===== config.mk =====
export PLATFORM = sky130hd
export DESIGN_NAME = mux_tt_scanner_flat
export DESIGN_NICKNAME = d
export VERILOG_FILES = /design/src/rtl/mux_tt_scanner_if.sv /design/src/rtl/mux_tt_scanner.sv /design/src/flat_wrapper.sv
export SDC_FILE = /design/constraint.sdc
export NUM_CORES = 1
export LEC_CHECK = 0
export CAP_MARGIN = 10
export CORE_UTILIZATION = 55
export CTS_CLUSTER_DIAMETER = 200
export DETAILED_ROUTE_END_ITERATION = 16
export PLACE_DENSITY = 0.95
export SLEW_MARGIN = 0
export SYNTH_ARGS = -nofsm -noshare
export SYNTH_HDL_FRONTEND = slang
export SYNTH_SLANG_ARGS = --single-unit

===== constraint.sdc =====
create_clock -name clk -period 7.1 [get_ports clk]
set_input_delay 0.71 -clock clk [delete_from_list [all_inputs] [get_ports clk]]
set_output_delay 0.71 -clock clk [all_outputs]
set_load 0.05 [all_outputs]

===== src/rtl/mux_tt_scanner_if.sv =====
// Bundle between a truth-table scanner and its requester / function unit.
// Requester side (master) drives start, expected and the unit output y;
// scanner side (slave) drives the vector a..d, status and captured results.
interface mux_tt_scanner_if;
  logic        start;
  logic [15:0] expected;
  logic        y;
  logic        a;
  logic        b;
  logic        c;
  logic        d;
  logic        busy;
  logic        done;
  logic [15:0] table_out;
  logic        pass;
  logic [4:0]  err_count;
  logic [3:0]  first_err;
  logic        first_err_valid;

  modport master (
    output start, expected, y,
    input  a, b, c, d, busy, done, table_out, pass, err_count, first_err, first_err_valid
  );

  modport slave (
    input  start, expected, y,
    output a, b, c, d, busy, done, table_out, pass, err_count, first_err, first_err_valid
  );
endinterface


===== src/rtl/mux_tt_scanner.sv =====
// Purpose: walks a 4-input function unit through all 16 vectors, captures y,
//   compares against a latched expected table and reports count/first fail/pass.
// Latency: (SETTLE_CYCLES+1) cycles per vector; done pulses 16*(SETTLE_CYCLES+1)+1
//   cycles after the start edge. Backpressure: none; start is ignored unless idle.
// Ports: clk, rst_n (async active-low), bus (slave modport: start/expected/y in,
//   a..d, busy, done, table_out, pass, err_count, first_err(_valid) out).
module mux_tt_scanner #(
  parameter int SETTLE_CYCLES = 1  // legal range 1..15
) (
  input  logic             clk,
  input  logic             rst_n,
  mux_tt_scanner_if.slave  bus
);

  typedef enum logic [1:0] {IDLE, SETTLE, SAMPLE, DONE} state_t;

  localparam logic [3:0] SETTLE_LAST = 4'(SETTLE_CYCLES - 1);

  state_t      state;
  logic [3:0]  idx;
  logic [3:0]  cnt;
  logic [15:0] exp_q;
  logic        busy_q;
  logic        done_q;
  logic [15:0] table_q;
  logic        pass_q;
  logic [4:0]  err_q;
  logic [3:0]  first_q;
  logic        first_vld_q;

  logic mismatch;
  assign mismatch = (bus.y != exp_q[idx]);

  always_ff @(posedge clk or negedge rst_n) begin
    if (!rst_n) begin
      state       <= IDLE;
      idx         <= 4'd0;
      cnt         <= 4'd0;
      exp_q       <= 16'd0;
      busy_q      <= 1'b0;
      done_q      <= 1'b0;
      table_q     <= 16'd0;
      pass_q      <= 1'b0;
      err_q       <= 5'd0;
      first_q     <= 4'd0;
      first_vld_q <= 1'b0;
    end else begin
      case (state)
        IDLE: begin
          if (bus.start) begin
            exp_q       <= bus.expected;
            table_q     <= 16'd0;
            err_q       <= 5'd0;
            pass_q      <= 1'b0;
            first_q     <= 4'd0;
            first_vld_q <= 1'b0;
            idx         <= 4'd0;
            cnt         <= 4'd0;
            busy_q      <= 1'b1;
            state       <= SETTLE;
          end
        end
        SETTLE: begin
          if (cnt == SETTLE_LAST) begin
            state <= SAMPLE;
          end else begin
            cnt <= cnt + 4'd1;
          end
        end
        SAMPLE: begin
          table_q[idx] <= bus.y;
          if (mismatch) begin
            // At most 16 samples per scan, so 5 bits cannot overflow.
            err_q <= err_q + 5'd1;
            if (!first_vld_q) begin
              first_q     <= idx;
              first_vld_q <= 1'b1;
            end
          end
          if (idx == 4'd15) begin
            busy_q <= 1'b0;
            state  <= DONE;
          end else begin
            idx   <= idx + 4'd1;
            cnt   <= 4'd0;
            state <= SETTLE;
          end
        end
        DONE: begin
          // Two cycles here: the first turns the final err count into pass and
          // raises done; the second drops done. start is ignored throughout,
          // so a held start restarts only from the following IDLE cycle.
          if (!done_q) begin
            done_q <= 1'b1;
            pass_q <= (err_q == 5'd0);
          end else begin
            done_q <= 1'b0;
            idx    <= 4'd0;
            state  <= IDLE;
          end
        end
        default: state <= IDLE;
      endcase
    end
  end

  assign {bus.a, bus.b, bus.c, bus.d} = idx;
  assign bus.busy            = busy_q;
  assign bus.done            = done_q;
  assign bus.table_out       = table_q;
  assign bus.pass            = pass_q;
  assign bus.err_count       = err_q;
  assign bus.first_err       = first_q;
  assign bus.first_err_valid = first_vld_q;

endmodule


===== src/flat_wrapper.sv =====
// flat-port wrapper written by rule: the top's interface ports become plain ports
module mux_tt_scanner_flat 
#(
  parameter int SETTLE_CYCLES = 1                      
)
  (clk, rst_n, bus_start, bus_expected, bus_y, bus_a, bus_b, bus_c, bus_d, bus_busy, bus_done, bus_table_out, bus_pass, bus_err_count, bus_first_err, bus_first_err_valid);
  mux_tt_scanner_if bus_i ();
  input  logic clk;
  input  logic rst_n;
  input wire logic [$bits(bus_i.start)-1:0] bus_start;
  input wire logic [$bits(bus_i.expected)-1:0] bus_expected;
  input wire logic [$bits(bus_i.y)-1:0] bus_y;
  output wire logic [$bits(bus_i.a)-1:0] bus_a;
  output wire logic [$bits(bus_i.b)-1:0] bus_b;
  output wire logic [$bits(bus_i.c)-1:0] bus_c;
  output wire logic [$bits(bus_i.d)-1:0] bus_d;
  output wire logic [$bits(bus_i.busy)-1:0] bus_busy;
  output wire logic [$bits(bus_i.done)-1:0] bus_done;
  output wire logic [$bits(bus_i.table_out)-1:0] bus_table_out;
  output wire logic [$bits(bus_i.pass)-1:0] bus_pass;
  output wire logic [$bits(bus_i.err_count)-1:0] bus_err_count;
  output wire logic [$bits(bus_i.first_err)-1:0] bus_first_err;
  output wire logic [$bits(bus_i.first_err_valid)-1:0] bus_first_err_valid;
  assign bus_i.start = bus_start;
  assign bus_i.expected = bus_expected;
  assign bus_i.y = bus_y;
  assign bus_a = bus_i.a;
  assign bus_b = bus_i.b;
  assign bus_c = bus_i.c;
  assign bus_d = bus_i.d;
  assign bus_busy = bus_i.busy;
  assign bus_done = bus_i.done;
  assign bus_table_out = bus_i.table_out;
  assign bus_pass = bus_i.pass;
  assign bus_err_count = bus_i.err_count;
  assign bus_first_err = bus_i.first_err;
  assign bus_first_err_valid = bus_i.first_err_valid;
  mux_tt_scanner #(.SETTLE_CYCLES(SETTLE_CYCLES)) u_core (.clk(clk), .rst_n(rst_n), .bus(bus_i));
endmodule

## Word level (Yosys, flattened, before mapping)

Cells that the tools add are included.

- Flip-flop bits (word level): 55
- Input bits: 20
- Output and inout port bits: 33
- Logic and storage cells: 81

- Add/sub/neg operators: 3
- Order comparisons: 2
- Equal/unequal tests: 14
- Multiplexer cells: 34
- Reduce and logical (&&, ||, !) cells: 17

Operators by type and width:

| cell | count |
|---|---|
| $pmux 16 s2 | 1 |
| $mux 4 | 7 |
| $pmux 4 s3 | 2 |
| $bwmux 16 | 1 |
| $mux 16 | 1 |
| $reduce_and 3->1 | 4 |
| $reduce_and 4->1 | 3 |
| $mux 5 | 2 |
| $ne 2x2->1 const B | 5 |
| $pmux 5 s2 | 1 |
| $add 4x1->4 const B | 2 |
| $mux 1 | 8 |
| $mux 2 | 4 |
| $ne 2x1->1 const B | 4 |
| $pmux 2 s4 | 1 |
| $pmux 4 s2 | 1 |
| $pmux 1 s2 | 3 |
| $reduce_bool 3->1 | 2 |
| $add 5x1->5 const B | 1 |
| $logic_not 5->1 | 1 |
| $lt 4x5->1 const B | 1 |
| $bmux 1 s4 | 1 |
| $demux 1 s4 | 1 |
| $eq 2x2->1 const B | 2 |
| 9 further kinds | 11 |

## Longest topological paths before layout

Gate-level depths: netlist of the first run.

- Depth in word-level cells: 6
- Depth in mapped cells: 7
- Gate-level depth less buffers: 7

## Least setup slack after synthesis of the first run

No wires, ideal clock.

- Path type: reg-to-reg
- Start point: register u_core.idx[1]
- End point: register u_core.err_q[2], in the netlist u_core.bus.err_count[2]
- Setup time: 0.126 ns
- Data arrival time: 2.797 ns
- Required time: 6.974 ns
- Path slack: 4.177 ns
- Cell stages (with the launch flop): 7
- Path buffers: 1
- Clock period less this slack: 2.923 ns
- Cells stage by stage: dfrtp_1 -> buf_6 -> mux4_1 -> mux4_2 -> xnor2_4 -> a211o_2 -> a221o_1

- Longest elaborated chain between the ends: 5

Ends and longest elaborated chain:

| what | line | text |
|---|---|---|
| start: declaration | mux_tt_scanner.sv:20 | `logic [3:0] idx;` |
| start signal: assignment | mux_tt_scanner.sv:84 | `idx <= idx + 4'd1;` |
| $bmux 1 s4 | mux_tt_scanner.sv:32 | `assign mismatch = (bus.y != exp_q[idx]);` |
| $mux 1 (not written as such) | mux_tt_scanner.sv:32 |  |
| $ne 1x1->1 | mux_tt_scanner.sv:32 |  |
| $ne 2x1->1 (no source line) | - |  |
| $reduce_and 3->1 (no source line) | - |  |
| end signal: assignment | mux_tt_scanner.sv:74 | `err_q <= err_q + 5'd1;` |
| end: declaration | mux_tt_scanner.sv:27 | `logic [4:0] err_q;` |

Every way passes these cells. The select of a mux whose other input is x is not followed.
A chain may end at the register's enable or synchronous reset.

## Worst setup path after layout of the first run

Ends and elaborated chain as after synthesis.

==> summary.md, run 1 <==
| Metric | Value |
|---|---|
| Height of the chip | `72.3 µm` |
| Via density | `5.75` |
| Synth cell types | `37` |
| FP Rows | `25` |
| Pleak | `1.48 nW` |
| Setup crit end | `u_core.bus.err_count[2]$_DFFE_PN0P_` |
| Mean Syn Cell Area | `11.2 µm²` |
| Core area | `4720 µm²` |
| Final Setup Violations | `0` |
| Arr. time, crit path | `3.04 ns` |
| Skew final | `0.00920 ns` |
| RSZ-0062 raised after global routing | `no` |
| Clock Latency Late Sink | `0.32 ns` |
| Total Routing Usage GR | `23.1%` |
| Initial drt markers | `213` |
| R2r setup slk | `4.27 ns` |
| Worst slew pin tran | `1.09 ns` |
| DPL Wire Length | `3810 µm` |
| Syn Nets | `270` |
| Reg-to-reg endpoint | `u_core.bus.err_count[2]$_DFFE_PN0P_` |
| Initial antenna violation count | `0` |
| Placement-stage cell area | `3270 µm²` |
| CTS Hold Bufs | `0` |
| Drt first pass iters | `4` |
| DP Cell Count | `350` |
| Clock sink count | `55` |
| Crit path required time | `7.31 ns` |
| Slew headroom | `27.3%` |
| Final GP Congestion | `0.823` |
| Non-filler instance count after layout | `358` |
| Die width | `72.3 µm` |
| Vias | `2060` |
| Max VDD drop | `0.232 mV` |
| Cell at the root of the clock tree | `clkbuf_8` |
| Layout Nets | `318` |
| Share of layout cells above drive strength 1 | `14.4%` |
| Commonest non-fill, non-tap cell in the layout | `dfrtp_1` |
| P&R area growth vs syn | `23.9%` |
| Final Max Slew Viols | `0` |
| Post-cts resize count | `0` |
| FF-to-FF Start | `u_core.idx[1]$_DFFE_PN0P_` |
| Per-cell routed wire length | `14.9 µm` |
| Register bit count reported by yosys | `55` |
| Mapped Area | `2720 µm²` |
| PnR Total Power | `0.00122 W` |
| Warnings from Yosys | `0` |
| Crit Path Class | `reg2reg` |
| Clock buffer depth | `2` |
| Status | `finished clean` |
| Worst min-delay path class | `in2async` |
| CP startpoint kind | `flop` |
| Max Cap Violations | `0` |
| Initial core utilization | `57.5%` |
| IO buf count | `52` |
| Routed Antenna Nets | `0` |
| Vias in the first global route | `1899` |
| Min cycle time layout | `2.83 ns` |
| Die area | `5230 µm²` |
| Setup tns final | `0 ns` |
| Filler cell count | `327` |
| Final hold vios | `0` |
| Post-route design area | `3370 µm²` |
| TritonCTS clock tree | `yes` |
| Routed wire length | `5340 µm` |
| Largest net degree at the start of global routing | `56` |
| Synth Instances | `242` |
| Number of setup buffers added after CTS | `0` |
| H-Tree Depth | `2` |
| Worst setup margin | `4.27 ns` |
| Most frequent cells in the layout | `dfrtp_1 (55), clkdlybuf4s50_1 (51), nand2_1 (32), mux2_2 (18), nand4_1 (14)` |
| Crit. End Element | `flop` |
| CTS buffer count | `5` |
| DRC | `0` |
| Pre-CTS setup slack | `4.28 ns` |
| Final period util | `39.8%` |
| Clk slew on worst S/H paths | `0.09 ns` |
| First-pass GRT wire length | `9110 µm` |
| Crit path from | `u_core.idx[1]$_DFFE_PN0P_` |
| # diodes | `0` |
| IO Pins | `53` |
| Crit path max fanout | `12` |
| R2R depth | `5` |
| Overflow left after global routing | `0` |
| Sequential area share after synthesis | `50.6%` |
| Max Fclk | `354 MHz` |
| PD cells | `361 nW/µm²` |
## metrics by stage
step / hold WS (ns) / util (%)
2_1_floorplan: 0.414 / -
3_3_place_gp: 0.484 / 69.2
3_5_place_dp: 0.493 / 69.2
4_1_cts: 0.513 / 71.3
5_1_grt: 0.535 / 71.3
6_report: 0.503 / 71.3
## sequential cells by signal, indices dropped and copies added, names as in the netlist
signal	cells
u_core.bus.busy	1
u_core.bus.done	1
u_core.bus.err_count	5
u_core.bus.first_err	4
u_core.bus.first_err_valid	1
u_core.bus.pass	1
u_core.bus.table_out	16
u_core.cnt	4
u_core.exp_q	16
u_core.idx	4
u_core.state	2
## synthesized netlist by cell type, drive strengths merged
| cell type | count | area [µm²] |
|---|---|---|
| a211o | 2 | 20.0 |
| a21o | 3 | 23.8 |
| a21oi | 5 | 25.0 |
| a221o | 1 | 10.0 |
| a22o | 4 | 40.0 |
| a31oi | 1 | 6.26 |
| a32o | 4 | 40.0 |
| and2 | 1 | 6.26 |
| buf | 3 | 27.5 |
| clkbuf | 10 | 37.5 |
| dfrtp | 55 | 1380 |
| ha | 8 | 100 |
| inv | 10 | 37.5 |
| mux2 | 18 | 203 |
| mux4 | 5 | 124 |
| nand2 | 32 | 120 |
| nand2b | 4 | 27.5 |
| nand3 | 10 | 50.1 |
| nand4 | 14 | 87.6 |
| nor2 | 10 | 45.0 |
| nor2b | 5 | 31.3 |
| nor3 | 2 | 10.0 |
| nor3b | 1 | 7.51 |
| nor4b | 3 | 26.3 |
| o211ai | 8 | 60.1 |
| o21ai | 12 | 60.1 |
| o221a | 1 | 11.3 |
| o22a | 1 | 8.76 |
| o311ai | 4 | 35.0 |
| or2 | 1 | 6.26 |
| xnor2 | 4 | 53.8 |
## critical path: stages (launching register included)
cell and delay (ns):
dfrtp_1 0.64, mux4_1 0.61, mux4_2 0.53, xnor2_4 0.18
a211o_2 0.42, a221o_1 0.35
## cell families (layout without fill, tap and decap cells)
| logic type | after synthesis | in the layout | synth area share, % |
|---|---|---|---|
| simple gates | 83 | 83 | 15.4 |
| fa+ha+maj | 8 | 8 | 3.68 |
| flops | 55 | 55 | 50.6 |
| mux | 23 | 23 | 12.0 |
| xor+xnor | 4 | 4 | 1.98 |
| buf+inv | 23 | 72 | 3.78 |
| compound gates | 46 | 46 | 12.5 |
## worst min-delay path by stage
stage                                                     end  slack (ns)  cells past startpoint
after floorplan                   u_core.bus.busy$_DFFE_PN0P_        0.41                      0
after global placement           u_core.exp_q[11]$_DFFE_PN0P_        0.48                      1
after detailed placement          u_core.exp_q[3]$_DFFE_PN0P_        0.49                      1
after CTS                         u_core.exp_q[3]$_DFFE_PN0P_        0.51                      1
after global routing      u_core.bus.first_err[1]$_DFFE_PN0P_        0.54                      1
final                               u_core.cnt[1]$_DFFE_PN0P_        0.50                      2
## where the power goes
group	total [W]	leakage [nW]	internal [W]	switching [W]
clock	0.000188	0.0515	0.0000892	0.0000989
sequential	0.000490	0.713	0.000403	0.0000863
combinational	0.000538	0.712	0.000237	0.000301
## layer usage
metal | global-route usage [%] | up-vias | part of all wire [%]
li1 | - | 978 | -
met1 | 32.9 | 1018 | 45
met2 | 34.5 | 55 | 49
met3 | 5.69 | 9 | 4.5
met4 | 9.15 | 0 | 1.7
met5 | 0 | - | 0
## layout make-up
class	count	area, µm²	share of cell area [%]
Sequential cell	55	1380	40.9
Multi-Input combinational cell	164	1240	36.8
Timing Repair Buffer	54	531	15.8
Clock buffer	8	100	2.97
Tap cell	67	83.8	2.49
Inverter	10	37.5	1.11
Power figures use the tool's default switching activity.
==> run 2: changes to the inputs <==
- CORE_UTILIZATION: 55 -> 52
- PLACE_DENSITY: 0.95 -> 0.91
- clock period: 7.1 -> 2.9 ns (I/O delays scaled with it)
==> summary.md, run 2 (same netlist as run 1, synthesis figures left out) <==
| Metric | Value |
|---|---|
| Status | `finished clean` |
| Crit path from | `u_core.idx[1]$_DFFE_PN0P_` |
| FF-to-FF Start | `u_core.idx[1]$_DFFE_PN0P_` |
| Clock Latency Late Sink | `0.31 ns (about the same)` |
| CTS buffer count | `5 (unchanged)` |
| Cell at the root of the clock tree | `clkbuf_8` |
| Core area | `4880 µm² (+3.3%)` |
| Met3 usage | `5.42% (-0.27 points)` |
| Clock power share | `16.6% (+1.1 points)` |
| Gr busiest metal | `met2` |
| Final hold vios | `0 (unchanged)` |
| Vias in the first global route | `2011 (+5.9%)` |
| Seq pwr share | `39.3% (-1.0 points)` |
| CP startpoint kind | `flop` |
| IO buf count | `52 (unchanged)` |
| GR Util met1 | `31.2% (-1.7 points)` |
| Routed wire length | `6030 µm (+13%)` |
| Crit path required time | `3.11 ns (-4.20 ns)` |
| Min cycle time layout | `2.71 ns (-0.119 ns)` |
| Clock sink count | `55 (unchanged)` |
| TritonCTS clock tree | `yes` |
| Post-cts resize count | `0 (unchanged)` |
| Max VDD drop | `0.594 mV (+160%)` |
| P&R area growth vs syn | `26.0%` |
| # diodes | `0 (unchanged)` |
| Switching share of power | `39.9% (about the same)` |
| Drt first pass iters | `4 (unchanged)` |
| Final period util | `93.4% (+54 points)` |
| CTS Hold Bufs | `0 (unchanged)` |
| Final Max Slew Viols | `0 (unchanged)` |
| RSZ-0062 raised after global routing | `no` |
| Pre-CTS setup slack | `0.175 ns (-4.10 ns)` |
| Critical-path top delay cell | `mux4_1` |
| Largest net degree at the start of global routing | `34 (-39%)` |
| Crit. End Element | `flop` |
| Worst setup margin | `0.192 ns (-4.08 ns)` |
| Initial drt markers | `182 (-15%)` |
| Initial antenna violation count | `0 (unchanged)` |
| Max Fclk | `369 MHz (+4.4%)` |
| H-Tree Depth | `2 (unchanged)` |
| Total Routing Usage GR | `24.5% (+1.3 points)` |
| Logic pwr share | `44.1% (-0.2 points)` |
| Layout Nets | `323 (+1.6%)` |
| Per-cell routed wire length | `16.6 µm (+11%)` |
| Slew headroom | `55.2% (+28 points)` |
| Initial core utilization | `55.7% (-1.8 points)` |
| Pleak | `1.51 nW (+2.3%)` |
| Overflow left after global routing | `0 (unchanged)` |
| PD cells | `905 nW/µm² (+150%)` |
| FP Rows | `25 (unchanged)` |
| Worst slew pin tran | `0.672 ns (-0.416 ns)` |
| Worst min-delay path class | `in2async` |
| Via density | `5.75 (-0.13%)` |
| Number of setup buffers added after CTS | `0 (unchanged)` |
| Share of layout cells above drive strength 1 | `16.6% (+2.1 points)` |
| Die area | `5520 µm² (+5.6%)` |
| Final GP Congestion | `0.805 (-2.2%)` |
| Die width | `74.3 µm (+2.8%)` |
| CP cell instances | `mux4_1 -> mux4_2 -> xnor2_4 -> a211o_2 -> a221o_1` |
| Crit path max fanout | `12 (unchanged)` |
| Skew final | `0.00952 ns (+0.000321 ns)` |
| Height of the chip | `74.3 µm (+2.8%)` |
| IO Pins | `53 (unchanged)` |
| Commonest non-fill, non-tap cell in the layout | `dfrtp_1` |
| Crit Path Class | `reg2reg` |
| DRC | `0 (unchanged)` |
| First-pass GRT wire length | `9800 µm (+7.6%)` |
| Routed Antenna Nets | `0 (unchanged)` |
| Max stage delay on crit path | `0.61 ns (-0.03 ns)` |
| Final Setup Violations | `0 (unchanged)` |
| DPL Wire Length | `4400 µm (+16%)` |
| Sw power | `0.00124 W (+150%)` |
| Arr. time, crit path | `2.91 ns (-0.13 ns)` |
| Setup tns final | `0 ns (unchanged)` |
| Met2 usage | `41.6% (+7.1 points)` |
| Clock buffer depth | `2 (unchanged)` |
| Max Cap Violations | `0 (unchanged)` |
| Power Internal | `0.00186 W (+150%)` |
| Most frequent cells in the layout | `dfrtp_1 (54), clkdlybuf4s50_1 (51), nand2_1 (32), mux2_2 (18), nand4_1 (14)` |
| Vias | `2086 (+1.3%)` |
| Clk slew on worst S/H paths | `0.09 ns (about the same)` |
[run 2: changes by cell type in the layout (fill, tap and decap cells not counted)]
cell,change
clkbuf_8,-1
bufinv_16,+1
dfrtp_1,-1
dfrtp_2,+1
buf_4,+5
clkbuf_1,-1
clkinv_2,+1
[run 2: layout make-up]
| class | instances | area [µm²] |
|---|---|---|
| timing repair buffer | 59 | 568 |
| fill | 354 | 1460 |
| tap | 67 | 83.8 |
| clock inverter | 2 | 35.0 |
| multi-input combinational | 164 | 1240 |
| sequential | 55 | 1380 |
| clock buffer | 6 | 82.6 |
| inverter | 10 | 37.5 |
[run 2: worst paths after layout]
check	to	slack, ns	cells past startpoint
max	u_core.bus.err_count[2]$_DFFE_PN0P_	0.19	5
min	u_core.idx[0]$_DFFE_PN0P_	0.006	1
max reg2reg	u_core.bus.err_count[2]$_DFFE_PN0P_	0.19	5
min reg2reg	u_core.exp_q[2]$_DFFE_PN0P_	0.51	1
max in group asynchronous	u_core.bus.table_out[2]$_DFFE_PN0P_	2.25	2
min in group clk	u_core.exp_q[2]$_DFFE_PN0P_	0.51	1
[run 2: critical path, delay by kind of cell (launching register included)]
kind | cells | cell delay, ns
flip-flops | 1 | 0.53
multiplexers | 2 | 1.15
XOR/XNOR | 1 | 0.18
AO/OA/AOI/OAI | 2 | 0.75
[run 2: layer usage]
metal | part of all wire (%) | vias up
met5 | 0 | -
met4 | 2.1 | 0
met3 | 5.8 | 12
met2 | 52 | 83
met1 | 40 | 1002
li1 | - | 989
[run 2: power by group through the flow]
| stage | registers, W | clock network (W) | logic (W) |
|---|---|---|---|
| after floorplan | 0.00137 | 0 | 0.000801 |
| after global placement | 0.00120 | 0 | 0.00130 |
| after detailed placement | 0.00123 | 0 | 0.00136 |
| after CTS | 0.00121 | 0.000530 | 0.00137 |
| after global routing | 0.00124 | 0.000564 | 0.00146 |
| final | 0.00122 | 0.000513 | 0.00137 |
[run 2: through the flow]
step                hold slack, ns  std cells  utilization [%]  power, W  area [µm²]
detailed placement           0.364        355             67.7   0.00259        3310
global route                0.0348        363             70.2   0.00327        3420
global placement             0.361        355             67.7   0.00250        3310
CTS                         0.0233        363             70.2   0.00312        3420
finish                     0.00596        363             70.2   0.00310        3420
floorplan                 -0.00559        242                -   0.00217        2720
